[src/rtl/clock_pkg.sv]
// Shared types and limits for the HH:MM clock datapath.
// Holds the edit-FSM state encoding and the wrap-around increment helpers.
package clock_pkg;

    localparam int HOUR_W = 5;
    localparam int MIN_W  = 6;

    localparam logic [HOUR_W-1:0] MAX_HOUR = HOUR_W'(23);
    localparam logic [MIN_W-1:0]  MAX_MIN  = MIN_W'(59);

    typedef enum logic [2:0] {
        RUN     = 3'd0,
        SET_HR  = 3'd1,
        SET_MIN = 3'd2,
        AL_HR   = 3'd3,
        AL_MIN  = 3'd4
    } state_t;

    // Fields wrap independently; a minute wrap never touches the hour.
    function automatic logic [HOUR_W-1:0] next_hour(input logic [HOUR_W-1:0] h);
        return (h >= MAX_HOUR) ? '0 : h + HOUR_W'(1);
    endfunction

    function automatic logic [MIN_W-1:0] next_min(input logic [MIN_W-1:0] m);
        return (m >= MAX_MIN) ? '0 : m + MIN_W'(1);
    endfunction

endpackage

[src/rtl/btn_repeat.sv]
// Edge detector with hold-to-repeat for a debounced button level.
// 'inc' pulses once on the press and then periodically while the button stays held.
module btn_repeat #(
    parameter int REPEAT_DELAY = 500,
    parameter int REPEAT_RATE  = 100
) (
    input  logic clk,
    input  logic reset,
    input  logic btn,
    input  logic repeat_en,
    input  logic restart,
    output logic press,
    output logic inc
);

    localparam int CNT_W = $clog2(REPEAT_DELAY + 1);
    localparam logic [CNT_W-1:0] DELAY_C  = CNT_W'(REPEAT_DELAY);
    localparam logic [CNT_W-1:0] RELOAD_C = CNT_W'(REPEAT_DELAY - REPEAT_RATE + 1);

    logic             btn_q;
    logic             armed;
    logic             active;
    logic [CNT_W-1:0] hold_cnt;
    logic             repeat_hit;

    // 'armed' only rises once the level has been seen low, so a button held
    // through reset cannot masquerade as a fresh press.
    assign press      = btn & ~btn_q & armed;
    assign repeat_hit = active & btn & repeat_en & (hold_cnt == DELAY_C);
    assign inc        = press | repeat_hit;

    always_ff @(posedge clk) begin
        if (reset) begin
            btn_q    <= 1'b0;
            armed    <= 1'b0;
            active   <= 1'b0;
            hold_cnt <= '0;
        end else begin
            btn_q <= btn;
            armed <= armed | ~btn;
            if (!btn) begin
                active   <= 1'b0;
                hold_cnt <= '0;
            end else if (restart) begin
                active   <= active | press;
                hold_cnt <= '0;
            end else if (press) begin
                active   <= 1'b1;
                hold_cnt <= CNT_W'(1);
            end else if (active) begin
                // After the first repeat, reload so the next hit lands REPEAT_RATE later.
                if (hold_cnt == DELAY_C) begin
                    hold_cnt <= RELOAD_C;
                end else begin
                    hold_cnt <= hold_cnt + CNT_W'(1);
                end
            end
        end
    end

endmodule

[src/rtl/time_set_controller.sv]
// Mode/edit sequencer: walks RUN -> SET_HR -> SET_MIN -> AL_HR -> AL_MIN on mode presses,
// edits clock and alarm time with the set button, and drives display mux and blink flags.
module time_set_controller
    import clock_pkg::*;
#(
    parameter int REPEAT_DELAY = 500,
    parameter int REPEAT_RATE  = 100,
    parameter int TIMEOUT_SEC  = 30,
    parameter int BLINK_HALF   = 250
) (
    input  logic              clk,
    input  logic              reset,
    input  logic              btn_mode,
    input  logic              btn_set,
    input  logic              tick_1hz,
    input  logic [HOUR_W-1:0] curr_hour,
    input  logic [MIN_W-1:0]  curr_min,
    output logic              load_time,
    output logic [HOUR_W-1:0] load_hour,
    output logic [MIN_W-1:0]  load_min,
    output logic [HOUR_W-1:0] alarm_hour,
    output logic [MIN_W-1:0]  alarm_min,
    output logic              alarm_en,
    output logic [HOUR_W-1:0] disp_hour,
    output logic [MIN_W-1:0]  disp_min,
    output logic              blink_hour,
    output logic              blink_min,
    output logic [2:0]        mode
);

    localparam int TO_W = $clog2(TIMEOUT_SEC + 1);
    localparam int BL_W = $clog2(BLINK_HALF + 1);
    localparam logic [TO_W-1:0] TIMEOUT_C  = TO_W'(TIMEOUT_SEC);
    localparam logic [BL_W-1:0] BLINK_LAST = BL_W'(BLINK_HALF - 1);

    state_t            state_q, state_d;
    logic              mode_q, mode_armed, mode_press;
    logic              set_press, set_inc;
    logic              edit_state, timeout_hit, field_inc, load_d;
    logic [TO_W-1:0]   timeout_cnt;
    logic [BL_W-1:0]   blink_cnt, blink_cnt_d;
    logic              blink_phase, blink_phase_d;
    logic [HOUR_W-1:0] edit_hour;
    logic [MIN_W-1:0]  edit_min;

    assign mode_press  = btn_mode & ~mode_q & mode_armed;
    assign edit_state  = (state_q != RUN);
    assign timeout_hit = edit_state && (timeout_cnt == TIMEOUT_C);
    // Mode wins over a simultaneous set; a timeout swallows both.
    assign field_inc   = set_inc & edit_state & ~mode_press & ~timeout_hit;

    btn_repeat #(
        .REPEAT_DELAY (REPEAT_DELAY),
        .REPEAT_RATE  (REPEAT_RATE)
    ) u_set_btn (
        .clk       (clk),
        .reset     (reset),
        .btn       (btn_set),
        .repeat_en (edit_state),
        .restart   (mode_press),
        .press     (set_press),
        .inc       (set_inc)
    );

    always_comb begin
        state_d = state_q;
        load_d  = 1'b0;
        if (timeout_hit) begin
            state_d = RUN;
        end else if (mode_press) begin
            case (state_q)
                RUN:     state_d = SET_HR;
                SET_HR:  state_d = SET_MIN;
                SET_MIN: begin
                    state_d = AL_HR;
                    load_d  = 1'b1;
                end
                AL_HR:   state_d = AL_MIN;
                AL_MIN:  state_d = RUN;
                default: state_d = RUN;
            endcase
        end
    end

    // Blink restarts in the visible phase whenever the state or the edited value changes.
    always_comb begin
        blink_cnt_d   = blink_cnt + BL_W'(1);
        blink_phase_d = blink_phase;
        if ((state_d != state_q) || field_inc) begin
            blink_cnt_d   = '0;
            blink_phase_d = 1'b0;
        end else if (blink_cnt == BLINK_LAST) begin
            blink_cnt_d   = '0;
            blink_phase_d = ~blink_phase;
        end
    end

    always_ff @(posedge clk) begin
        if (reset) begin
            state_q     <= RUN;
            mode_q      <= 1'b0;
            mode_armed  <= 1'b0;
            load_time   <= 1'b0;
            edit_hour   <= '0;
            edit_min    <= '0;
            alarm_hour  <= '0;
            alarm_min   <= '0;
            alarm_en    <= 1'b0;
            timeout_cnt <= '0;
            blink_cnt   <= '0;
            blink_phase <= 1'b0;
            blink_hour  <= 1'b0;
            blink_min   <= 1'b0;
        end else begin
            state_q    <= state_d;
            mode_q     <= btn_mode;
            mode_armed <= mode_armed | ~btn_mode;
            load_time  <= load_d;

            if (state_q == RUN && state_d == SET_HR) begin
                edit_hour <= curr_hour;
                edit_min  <= curr_min;
            end else if (field_inc) begin
                case (state_q)
                    SET_HR:  edit_hour  <= next_hour(edit_hour);
                    SET_MIN: edit_min   <= next_min(edit_min);
                    AL_HR:   alarm_hour <= next_hour(alarm_hour);
                    AL_MIN:  alarm_min  <= next_min(alarm_min);
                    default: ;
                endcase
            end

            if (state_q == RUN && set_press && !mode_press) begin
                alarm_en <= ~alarm_en;
            end

            if (state_d == RUN || mode_press || set_inc) begin
                timeout_cnt <= '0;
            end else if (tick_1hz && timeout_cnt != TIMEOUT_C) begin
                timeout_cnt <= timeout_cnt + TO_W'(1);
            end

            blink_cnt   <= blink_cnt_d;
            blink_phase <= blink_phase_d;
            blink_hour  <= blink_phase_d && (state_d == SET_HR || state_d == AL_HR);
            blink_min   <= blink_phase_d && (state_d == SET_MIN || state_d == AL_MIN);
        end
    end

    always_comb begin
        disp_hour = curr_hour;
        disp_min  = curr_min;
        case (state_q)
            SET_HR, SET_MIN: begin
                disp_hour = edit_hour;
                disp_min  = edit_min;
            end
            AL_HR, AL_MIN: begin
                disp_hour = alarm_hour;
                disp_min  = alarm_min;
            end
            default: ;
        endcase
    end

    assign load_hour = edit_hour;
    assign load_min  = edit_min;
    assign mode      = state_q;

endmodule
[config.mk]
export PLATFORM = sky130hd
export DESIGN_NAME = time_set_controller
export DESIGN_NICKNAME = d
export VERILOG_FILES = /design/src/rtl/clock_pkg.sv /design/src/rtl/btn_repeat.sv /design/src/rtl/time_set_controller.sv
export SDC_FILE = /design/constraint.sdc
export NUM_CORES = 1
export LEC_CHECK = 0
export CORE_MARGIN = 4
export CORE_UTILIZATION = 45
export CTS_CLUSTER_DIAMETER = 50
export DETAILED_ROUTE_END_ITERATION = 6
export GPL_TIMING_DRIVEN = 0
export HOLD_SLACK_MARGIN = 0.08
export PLACE_DENSITY = 0.76
export SYNTH_ARGS = -nofsm -noshare
export SYNTH_HDL_FRONTEND = slang
export SYNTH_SLANG_ARGS = --single-unit
[constraint.sdc]
create_clock -name clk -period 3.9 [get_ports clk]
set_input_delay 0.39 -clock clk [delete_from_list [all_inputs] [get_ports clk]]
set_output_delay 0.39 -clock clk [all_outputs]
set_load 0.01 [all_outputs]
==> flow_summary.ini <==
[outcome]
status = complete, no violations

[global_route]
grt_use_total_pct = 21.8
grt_overflow = 0
grt_pass1_wl_um = 15300
grt_start_max_net_pins = 11
antenna_found_initial = 0
first_global_vias = 3184

[finish]
utilization_pct = 59.8
finalNonFillerCells = 576
diodes = 0
finalNetCount = 501
syn_to_final_growth_pct = 26.4
stdcell_area_um2 = 4130
drive_gt1_share_pct = 6.04

[drt]
num_vias = 3424
postRouteAntennaNets = 0
drt-wirelength-per-cell_um = 16.1
wirelength_um = 9290
drt-pass1-iter-count = 5
via_per_inst = 5.94
drcViolationCount = 0
initialDrtViolationCount = 296

[pwr]
power_frac_comb_pct = 19.3
power_mw = 1.43
power_frac_clock_pct = 37.1
power_density_nw_per_um2 = 345
p_leak_nw = 1.51
max-vdd-ir-drop_uv = 205
switching_share_pct = 27.7
internal-power_mw = 1.03
seq_power_share_pct = 43.6
power.switching_mw = 0.394

[timing]
maxSlewHeadroom_pct = 37.3
fin_crit_sh_pct = 86.7
hold_ws_ns = 0.467
setup_total_negative_slack_ns = 0
setup_viol = 0
fmax_mhz = 296
fin_crit_ns = 3.38
hold_viol_final = 0
rsz0062_at_grt = false
final.setup.worst_slack_ns = 0.520
clock_skew_ns = 0.00932
worst_pin_slew_ns = 0.935
report.final.slew_viol_count = 0

[synth]
synth_edf_count = 0
synth_area_um2 = 3270
synth_adder_area_share_pct = 3.83
yosysTopAreaCellShare_pct = 34.9
syn_nets = 435
yosys.area.top_type = dfxtp_1
ys_warn_count = 0
synth_cell_types = 58
synthXorXnorAreaFrac_pct = 5.63
synth.mux.area_fraction_pct = 3.98
synthTopCellsByArea = dfxtp_1, nor2_1, a21oi_1
ys_seq_area_share_pct = 34.9
synth-async-reset-ratio_pct = 0
syn_inst = 409
synth_top_family_by_area = simple AND/OR/NAND/NOR gates
yosys.area_share.simple_pct = 27.0
ys_ff_latch = 57
synth_ff_type = dfxtp_1
synth-compound-area-share_pct = 19.6
syn_area_per_cell_um2 = 7.99

[hold_path]
hp-class = flop to flop

[worst_setup_path]
start_kind = flop
cp.arrival_ns = 2.99
critical_path_class = flop to primary output
slowest_delay_ns = 0.68
endpoint_kind = primary output
crit_chain = buf_1 > nor2_1 > clkbuf_1 > mux2i_1 > a21oi_1 > clkdlybuf4s50_1
cp_slowest_cell = clkbuf_1
critPathBufInv = 3
crit_family = buffers and inverters
required_ns = 3.51
cp_max_fo = 10

[place]
dp_hpwl_um = 6480
dp.cells = 560
port_buffers = 55
gp_congestion = 0.899
placed_area_um2 = 3940
post-place-ws_ns = 0.952

[cts]
clk_path_buf_depth = 2
clk_latency_ns = 0.34
cts_root_buffer = clkbuf_8
cts-htree-levels = 3
cts.clk_slew.worst_paths_ns = 0.07
cts_setup_buffers = 0
numCtsBuffers = 9
post_cts_resized = 0
cts_tree = built
clock_sinks = 57
ctsHoldBuffers = 0

[floorplan]
rows = 30
core_area_um2 = 6910
die_h_um = 93.2
start_util_pct = 47.3
io_pins = 56
dieArea_um2 = 8690
die_w_um = 93.2

[run]
maxCapViolations = 0
## state kept, by name, indices dropped and copies added, names as in the netlist, 3 cells and up
| register | cells |
|---|---|
| mode | 3 |
| alarm_min | 6 |
| u_set_btn.hold_cnt | 9 |
| blink_cnt | 8 |
| load_hour | 5 |
| alarm_hour | 5 |
| timeout_cnt | 5 |
| load_min | 6 |
## placed cells by master, fill, tap and decap left out, types with 6 or more instances in the layout
cell type	count
a21oi_1	33
clkbuf_1	16
clkbuf_8	16
clkdlybuf4s50_1	55
dfxtp_1	57
ha_1	10
inv_1	10
mux2i_1	13
nand2_1	24
nand3_1	14
nand3b_1	6
nand4_1	9
nor2_1	65
nor3_1	21
nor4_1	6
o21ai_0	13
o22ai_1	12
xnor2_1	9
xor2_1	12
## power by group through the flow
stage,logic [mW],registers (mW),clock network [mW]
floorplan,0.153,0.632,0
global placement,0.267,0.632,0
detailed placement,0.272,0.633,0
CTS,0.274,0.621,0.538
global route,0.300,0.624,0.562
finish,0.275,0.621,0.529
## cells by family after synthesis
logic type / count (synthesis)
xor+xnor: 21
flops: 57
compound gates: 99
fa+ha+maj: 10
mux: 13
simple gates: 177
buf+inv: 32
## final cells by class
type / count / area, um2
flip-flops and latches: 57 / 1140
plain buffers: 22 / 128
inverters: 10 / 37.5
clock inverters: 2 / 10.0
fillers: 633 / 2770
clock buffers: 14 / 183
multi-input cells: 320 / 1960
repair buffers: 55 / 551
well taps: 96 / 120
## worst paths after layout
kind	startpoint	end	slack, ns	cells after the start
worst min-delay path	mode_armed$_SDFF_PP0_	mode_armed$_SDFF_PP0_	0.47	2
worst max-delay path	mode[0]$_SDFF_PP0_	disp_min[1]	0.52	6
worst max register to register	u_set_btn.hold_cnt[0]$_SDFFE_PP0P_	alarm_min[3]$_SDFFE_PP0P_	1.15	8
worst min register to register	mode_armed$_SDFF_PP0_	mode_armed$_SDFF_PP0_	0.47	2
## layer usage
metal  wire (um)  GRT usage [%]  part of all wire, %
met5           0              0                    0
met4         139           6.96                  1.5
met3         812           6.28                  8.7
met2        4380           34.8                   47
met1        3960           28.3                   43
## worst min-delay path: cells and delay by family, from the launching register on
| family | cells | cell delay [ns] |
|---|---|---|
| compound gates | 1 | 0.05 |
| buf+inv | 1 | 0.05 |
| flops | 1 | 0.32 |
## synth_stat cells (2+ instances only)
cell       number
a21oi_1        33
o21ai_0        13
a22oi_1         5
nand4_1         9
buf_1           2
nand3b_1        6
nand3_1        14
nand2b_1        2
a211oi_1        5
clkbuf_8        3
nor3_1         21
or4_1           4
inv_1          10
xnor2_1         9
nor3b_1         3
a2bb2oi_1       2
and2_1          3
nand2_1        24
o21a_1          2
xor2_1         12
and3_1          4
a31oi_1         5
o211ai_1        2
nor2_1         65
nor2b_1         4
dfxtp_1        57
o31ai_1         2
a21boi_0        2
nor4_1          6
a311oi_1        2
a211o_2         2
a21o_1          2
ha_1           10
o22ai_1        12
nand4b_1        2
buf_6           2
mux2i_1        13
clkbuf_1       15
Power figures use the tool's default switching activity.
